File: config.mk
export PLATFORM = sky130hd
export DESIGN_NAME = fixedn
export DESIGN_NICKNAME = d
export VERILOG_FILES = /design/src/rtl/fixedn_pkg.sv /design/src/rtl/fixedn_chan.sv /design/src/rtl/fixedn.sv
export SDC_FILE = /design/constraint.sdc
export NUM_CORES = 2
export LEC_CHECK = 0
export ABC_AREA = 1
export ABC_CLOCK_PERIOD_IN_PS = 5150
export CAP_MARGIN = 20
export CORE_MARGIN = 2
export CORE_UTILIZATION = 33
export CTS_BUF_LIST = sky130_fd_sc_hd__clkbuf_8
export DETAILED_ROUTE_END_ITERATION = 10
export DONT_BUFFER_PORTS = 1
export PLACE_DENSITY_LB_ADDON = 0.05
export REMOVE_ABC_BUFFERS = 1
export SYNTH_ARGS = -nofsm -noshare
export SYNTH_HDL_FRONTEND = slang
export SYNTH_HIERARCHICAL = 1
export SYNTH_SLANG_ARGS = --single-unit
File: constraint.sdc
create_clock -name fixedn_clk -period 5.15 [get_ports fixedn_clk]
set_input_delay 0.2575 -clock fixedn_clk [delete_from_list [all_inputs] [get_ports fixedn_clk]]
set_output_delay 0.2575 -clock fixedn_clk [all_outputs]
set_load 0.03 [all_outputs]
File: src/rtl/fixedn_pkg.sv
// -----------------------------------------------------------------------------
// fixedn_pkg
// Shared constants for the fixedn channel generator:
//   SEL_*   register-select codes (low two bits of the config address)
//   MODE_*  channel operating modes (bit 0 of the MODE register)
//   CNT_W   width of the per-channel ramp counter and PERIOD register
// -----------------------------------------------------------------------------
package fixedn_pkg;

    localparam int CNT_W = 16;

    localparam logic [1:0] SEL_BASE   = 2'd0;
    localparam logic [1:0] SEL_STEP   = 2'd1;
    localparam logic [1:0] SEL_PERIOD = 2'd2;
    localparam logic [1:0] SEL_MODE   = 2'd3;

    localparam logic MODE_CONST = 1'b0;
    localparam logic MODE_RAMP  = 1'b1;

endpackage : fixedn_pkg

File: src/rtl/fixedn_chan.sv
// -----------------------------------------------------------------------------
// fixedn_chan
// One output channel: BASE/STEP/PERIOD/MODE configuration registers plus the
// running accumulator (ACC) and period counter (CNT).
//   clk      : clock, all state on the rising edge
//   srst     : synchronous active-high reset, clears config and run state
//   init_i   : run-state re-initialisation (ACC <= BASE, CNT <= 0), config kept
//   dis_i    : freezes ACC/CNT and suppresses the wrap pulse
//   we_i     : config write strobe, already qualified for this channel
//   sel_i    : register select (SEL_BASE..SEL_MODE)
//   wdata_i  : config write data
//   out_o    : channel value (ACC)
//   wrap_o   : one-cycle pulse after the ramp returns to BASE
// DATA_W must be at least CNT_W, since PERIOD takes the low CNT_W bits.
// -----------------------------------------------------------------------------
module fixedn_chan
    import fixedn_pkg::*;
#(
    parameter int DATA_W = 32
) (
    input  logic              clk,
    input  logic              srst,
    input  logic              init_i,
    input  logic              dis_i,
    input  logic              we_i,
    input  logic [1:0]        sel_i,
    input  logic [DATA_W-1:0] wdata_i,
    output logic [DATA_W-1:0] out_o,
    output logic              wrap_o
);

    logic [DATA_W-1:0] base_q,   base_d;
    logic [DATA_W-1:0] step_q,   step_d;
    logic [CNT_W-1:0]  period_q, period_d;
    logic              mode_q,   mode_d;
    logic [DATA_W-1:0] acc_q,    acc_d;
    logic [CNT_W-1:0]  cnt_q,    cnt_d;
    logic              wrap_q,   wrap_d;

    logic mode_wr;
    logic last_step;

    assign mode_wr = we_i && (sel_i == SEL_MODE);

    // PERIOD == 0 never matches, giving the free-running ramp.
    assign last_step = (period_q != '0) && (cnt_q == period_q - CNT_W'(1));

    always_comb begin
        base_d   = base_q;
        step_d   = step_q;
        period_d = period_q;
        mode_d   = mode_q;
        if (we_i) begin
            unique case (sel_i)
                SEL_BASE:   base_d   = wdata_i;
                SEL_STEP:   step_d   = wdata_i;
                SEL_PERIOD: period_d = wdata_i[CNT_W-1:0];
                default:    mode_d   = wdata_i[0];
            endcase
        end
    end

    always_comb begin
        acc_d  = acc_q;
        cnt_d  = cnt_q;
        wrap_d = 1'b0;
        if (init_i) begin
            // base_d so that a BASE write on the same edge is picked up.
            acc_d = base_d;
            cnt_d = '0;
        end else if (mode_wr) begin
            acc_d = base_q;
            cnt_d = '0;
        end else if (dis_i) begin
            acc_d = acc_q;
            cnt_d = cnt_q;
        end else if (mode_q == MODE_CONST) begin
            // Tracking base_d makes a new BASE visible one cycle after its write.
            acc_d = base_d;
            cnt_d = '0;
        end else if (last_step) begin
            acc_d  = base_q;
            cnt_d  = '0;
            wrap_d = 1'b1;
        end else begin
            acc_d = acc_q + step_q;
            if ((period_q == '0) && (cnt_q == '1)) begin
                cnt_d = cnt_q;
            end else begin
                cnt_d = cnt_q + CNT_W'(1);
            end
        end
    end

    always_ff @(posedge clk) begin
        if (srst) begin
            base_q   <= '0;
            step_q   <= '0;
            period_q <= '0;
            mode_q   <= MODE_CONST;
            acc_q    <= '0;
            cnt_q    <= '0;
            wrap_q   <= 1'b0;
        end else begin
            base_q   <= base_d;
            step_q   <= step_d;
            period_q <= period_d;
            mode_q   <= mode_d;
            acc_q    <= acc_d;
            cnt_q    <= cnt_d;
            wrap_q   <= wrap_d;
        end
    end

    assign out_o  = acc_q;
    assign wrap_o = wrap_q;

endmodule : fixedn_chan

File: src/rtl/fixedn.sv
// -----------------------------------------------------------------------------
// fixedn
// NCH independent constant/ramp generators sharing one config write port.
//   fixedn_clk        : clock
//   fixedn_reset      : synchronous active-high reset (config + run state)
//   fixedn_init       : run-state re-initialisation, config kept
//   fixedn_in_disable : freeze all channels, wrap pulses suppressed
//   fixedn_cfg_we     : config write strobe
//   fixedn_cfg_addr   : {channel index, register select}
//   fixedn_cfg_wdata  : config write data
//   fixedn_out        : channel c on [c*DATA_W +: DATA_W]
//   fixedn_wrap       : per-channel wrap pulse
// The top only decodes the channel index; writes to an index with no channel
// match no strobe and are dropped.
// -----------------------------------------------------------------------------
module fixedn
    import fixedn_pkg::*;
#(
    parameter int DATA_W = 32,
    parameter int NCH    = 4
) (
    input  logic                       fixedn_clk,
    input  logic                       fixedn_reset,
    input  logic                       fixedn_init,
    input  logic                       fixedn_in_disable,
    input  logic                       fixedn_cfg_we,
    input  logic [$clog2(NCH)+2-1:0]   fixedn_cfg_addr,
    input  logic [DATA_W-1:0]          fixedn_cfg_wdata,
    output logic [NCH*DATA_W-1:0]      fixedn_out,
    output logic [NCH-1:0]             fixedn_wrap
);

    localparam int AW    = $clog2(NCH) + 2;
    localparam int IDX_W = (NCH > 1) ? $clog2(NCH) : 1;

    logic [1:0]       sel;
    logic [IDX_W-1:0] idx;

    assign sel = fixedn_cfg_addr[1:0];

    // A single-channel build has no index field in the address.
    generate
        if (NCH > 1) begin : g_idx
            assign idx = fixedn_cfg_addr[AW-1:2];
        end else begin : g_noidx
            assign idx = '0;
        end
    endgenerate

    genvar gi;
    generate
        for (gi = 0; gi < NCH; gi++) begin : g_chan
            logic we_c;
            assign we_c = fixedn_cfg_we && (idx == IDX_W'(gi));

            fixedn_chan #(
                .DATA_W (DATA_W)
            ) u_chan (
                .clk     (fixedn_clk),
                .srst    (fixedn_reset),
                .init_i  (fixedn_init),
                .dis_i   (fixedn_in_disable),
                .we_i    (we_c),
                .sel_i   (sel),
                .wdata_i (fixedn_cfg_wdata),
                .out_o   (fixedn_out[gi*DATA_W +: DATA_W]),
                .wrap_o  (fixedn_wrap[gi])
            );
        end
    endgenerate

endmodule : fixedn

==> reports/qor.txt <==
TIMING
-----------------------------------------------------------------------------------------------
Worst-Margin Slew                                                                       1.27 ns
Clock Skews                                                                           0.0491 ns
Post-Route Hold Slack                                                                 0.0595 ns
Top achievable clock speed                                                            0.279 GHz
Setup repair after global routing missed its margin                                       false
Count of endpoints failing setup in the final report                                          0
Fin Setup TNS                                                                              0 ns
Hold violation count in the final report                                                      0
Worst slew margin relative to its limit                                                   0.153
Min Tclk post-route                                                                     3.59 ns
Count of final max-slew check failures                                                        0
Final worst-path cycle share                                                              0.697

GLOBAL ROUTING
-----------------------------------------------------------------------------------------------
GRT Resource Usage Total                                                                  0.262
Via count of the first global-routing pass                                                34983
Met3 Track Usage GR                                                                      0.0483
Met2 demand-to-capacity share in global routing                                           0.425
Wire length of the first global-routing pass                                          223000 um
Initial antenna violation count                                                              22
Busiest layer in global routing                                                            met2
Met1 Usage GRT                                                                            0.350
Maximum number of pins on one net before global-route repair                                232
Total overflow reported by the global router                                                  0

FLOORPLAN
-----------------------------------------------------------------------------------------------
DIE AREA                                                                            111000 um^2
Core area                                                                           107000 um^2
Initial cell density of the core                                                          0.333
Number of top-level design ports                                                            173
Chip width                                                                               333 um
Number of standard-cell rows in the floorplan                                               120
DIE HEIGHT                                                                               333 um

WORST SETUP PATH
-----------------------------------------------------------------------------------------------
Terminus of the critical flop-to-flop path                                         g_chan[1].u_chan/out_o[5]$_SDFFE_PP0P_
Element type at the critical path start                                               flip-flop
R2R cell count                                                                               16
CP endpoint kind                                                                      flip-flop
Crit path arrival time                                                                  4.25 ns
R2R setup slack                                                                         1.56 ns
Critical path start-end classification                                             flip-flop to flip-flop
Worst-path fanout max                                                                        41
Required time of the critical path                                                      5.81 ns
Worst R2R Start                                                                    g_chan[1].u_chan/period_q[0]$_SDFFE_PP0P_
Setup crit start                                                                   g_chan[1].u_chan/period_q[0]$_SDFFE_PP0P_

YOSYS
-----------------------------------------------------------------------------------------------
Xor-xnor portion of the synthesized cell area                                            0.0356
Fraction of synthesis flops using an asynchronous set or reset pin                            0
Number of synthesized register bits                                                         520
Mux cell area share after synthesis                                                    0.000842
Synthesized-area fraction occupied by ao, oa, aoi and oai cells                           0.190
Instance count of the mapped netlist                                                       5768
Area share of fa/ha/maj cells after synthesis                                            0.0486
Basic-gate share of the synthesized area counting and, or, nand and nor cells             0.341
Most used flip-flop cell after synthesis                                                dfxtp_1
Ys Warns                                                                                      6
Post-synthesis area per instance                                                      6.18 um^2
Synthesized area                                                                     35600 um^2
Post-synth EDFFs                                                                              0
Sequential-to-total area share from yosys stat                                            0.292
Dominant combinational cell family by area after synthesis                         simple AND/OR/NAND/NOR gates
Number of distinct library cells after synthesis                                             57

POWER
-----------------------------------------------------------------------------------------------
Peak supply drop                                                                       0.179 mV
Overall power of the completed layout                                                   9.99 mW
Static power due to leakage                                                             18.2 nW
Power density over the cells                                                        252 nW/um^2

RUN
-----------------------------------------------------------------------------------------------
Count of maximum capacitance violations                                                       0

CLOCKING
-----------------------------------------------------------------------------------------------
H-tree depth reported by CTS                                                                  3
Post-CTS setup buffers                                                                        0
TritonCTS clock tree                                                                        yes
Cell at the root of the clock tree                                                     clkbuf_8
Cts bufs inserted                                                                           107
Number of buffers between clock root and the deepest sink                                     3
Clock latency on the worst-skew pair                                                    0.77 ns
Sink count of the clock tree                                                                520
Clock input transition at the sequential cells of the worst setup and hold paths        0.06 ns
Post-cts gate resize count                                                                    0

DRT
-----------------------------------------------------------------------------------------------
Via count normalized by instance count                                                     5.12
Via count                                                                                 37082
Initial DRT Pass Iterations                                                                   7
Routed Antenna Nets                                                                           0
DR DRC count                                                                                  0
Avg WL per Cell                                                                         20.5 um
DRC marker count from the first detailed-route iteration                                   2759
WL final                                                                              148000 um

PLACED DESIGN
-----------------------------------------------------------------------------------------------
Post-detailed-placement cell area                                                    36600 um^2
Post-detailed-placement half-perimeter wirelength                                     101000 um
GPL Wtd Cong                                                                              0.928
Number of buffers added on ports                                                              0

HOLD PATH
-----------------------------------------------------------------------------------------------
Cells on Worst Hold Path                                                                      2
Worst min-delay path class                                                         input port to flip-flop
Hold path endpoint                                                                 g_chan[3].u_chan/base_q[25]$_SDFF_PP0_
Launch point of the worst hold path                                                fixedn_reset

LAYOUT
-----------------------------------------------------------------------------------------------
Most common cell after layout, fill and taps aside                                      nand2_1
NumNets Final                                                                              5928
Leading cell types in the layout, fill and taps excluded                           nand2_1, nor2_1, a21oi_1, inv_1, dfxtp_1
Area added between synthesis and finish                                                   11.3%
Share of layout cells above drive strength 1                                             0.0629
Utilization after layout                                                                  0.371
Final std cell area, no fill                                                         39700 um^2
Number of inserted filler cells in the final layout                                       11852

STATUS
-----------------------------------------------------------------------------------------------
Outcome                                                                            finished, final reports clean

[worst max-delay path: stages, from the launching register on]
cell           delay, ns
dfxtp_1             0.35
inv_2               0.10
ha_1                0.20
nand2_2             0.15
nor2_8              0.18
nand2_1             0.08
o21ai_2             0.07
nand2_1             0.07
nor2_1              0.12
nand2_2             0.10
nor2_8              0.53
nand2_4             0.49
o21ai_1             0.26
nand2_1             0.07
nand2_1             0.08
a21oi_1             0.05
dlygate4sd3_1       0.55
[timing repair]
| item | 4_1_cts | 5_1_grt |
|---|---|---|
| setup endpoints to repair | 0 | 0 |
| hold buffers | 67 | 0 |
| endpoints found under the hold margin | 469 | 0 |
[power breakdown]
group	leakage [nW]	total [mW]	internal [mW]	switching, mW
registers	4.21	4.29	4.12	0.170
clock network	1.26	4.46	2.42	2.04
logic	12.8	1.24	0.377	0.863
[cells by family (layout without fill, tap and decap cells)]
group	count (synthesis)	count (layout)
and+or+nand+nor	2896	2896
AOI/OAI and AO/OA	1261	1261
buffers and inverters	807	872
DFF	520	520
xor gates and xnor gates	145	145
adders and majority gates	136	136
muxes	3	3
other	0	9
[through the flow]
| stage | worst slack, ns | instances |
|---|---|---|
| after detailed placement | 1.63 | 6977 |
| after CTS | 1.59 | 7235 |
| after global placement | 1.69 | 6977 |
| final | 1.56 | 7245 |
| after floorplan | 0.911 | 5533 |
| after global routing | 1.29 | 7241 |
[synthesized netlist by cell type, drive strengths merged (4+ instances only)]
| library cell | count | area, um^2 |
|---|---|---|
| o21bai | 8 | 60.1 |
| and2 | 5 | 31.3 |
| nand3b | 27 | 203 |
| clkbuf | 169 | 674 |
| nand3 | 337 | 1770 |
| clkinv | 4 | 15.0 |
| xor2 | 71 | 622 |
| xnor2 | 74 | 648 |
| o21a | 19 | 143 |
| o221ai | 11 | 96.3 |
| dfxtp | 520 | 10400 |
| nand2 | 1411 | 5380 |
| fa | 4 | 80.1 |
| nor2 | 973 | 3860 |
| or2 | 8 | 50.1 |
| o2111ai | 4 | 35.0 |
| nand4 | 46 | 288 |
| nor3b | 15 | 143 |
| ha | 132 | 1650 |
| a21oi | 639 | 3250 |
| nor3 | 60 | 333 |
| o211ai | 41 | 388 |
| buf | 61 | 429 |
| inv | 568 | 2130 |
| a21o | 6 | 45.0 |
| o21ai | 506 | 2540 |
| nor4 | 14 | 87.6 |
| a211oi | 22 | 165 |
[flip-flops by register name, indices dropped and copies added (netlist names)]
register / flops
g_chan.u_chan/base_q: 128
g_chan.u_chan/out_o: 128
g_chan.u_chan/step_q: 128
g_chan.u_chan/cnt_q: 64
g_chan.u_chan/period_q: 64
g_chan.u_chan/mode_q: 4
g_chan.u_chan/wrap_o: 4
[layer usage]
| layer | routed length, um | vias up |
|---|---|---|
| li1 | - | 18789 |
| met1 | 68400 | 17229 |
| met2 | 66800 | 858 |
| met3 | 8680 | 202 |
| met4 | 4460 | 4 |
| met5 | 18 | - |
[worst max-delay path by stage]
stage	slack (ns)	cells after the start	end
4_1_cts	1.59	16	g_chan[1].u_chan/out_o[5]$_SDFFE_PP0P_
6_report	1.56	16	g_chan[1].u_chan/out_o[5]$_SDFFE_PP0P_
3_5_place_dp	1.63	15	g_chan[3].u_chan/cnt_q[6]$_SDFFE_PP0P_
3_3_place_gp	1.69	15	g_chan[3].u_chan/cnt_q[15]$_SDFFE_PP0P_
5_1_grt	1.29	15	g_chan[3].u_chan/cnt_q[11]$_SDFFE_PP0P_
2_1_floorplan	0.91	10	g_chan[0].u_chan/out_o[31]$_SDFFE_PP0P_
[cell type report]
cell class / instances / area (um^2) / share of cell area
antenna: 9 / 22.5 / 0.000568
clock buffer: 137 / 1890 / 0.0475
clock inverter: 54 / 287 / 0.00722
inverter: 572 / 2150 / 0.0541
multi-input combinational: 4441 / 22000 / 0.555
sequential: 520 / 10400 / 0.262
tap: 1403 / 1760 / 0.0442
timing repair buffer: 109 / 1150 / 0.0290
Power figures use the tool's default switching activity.
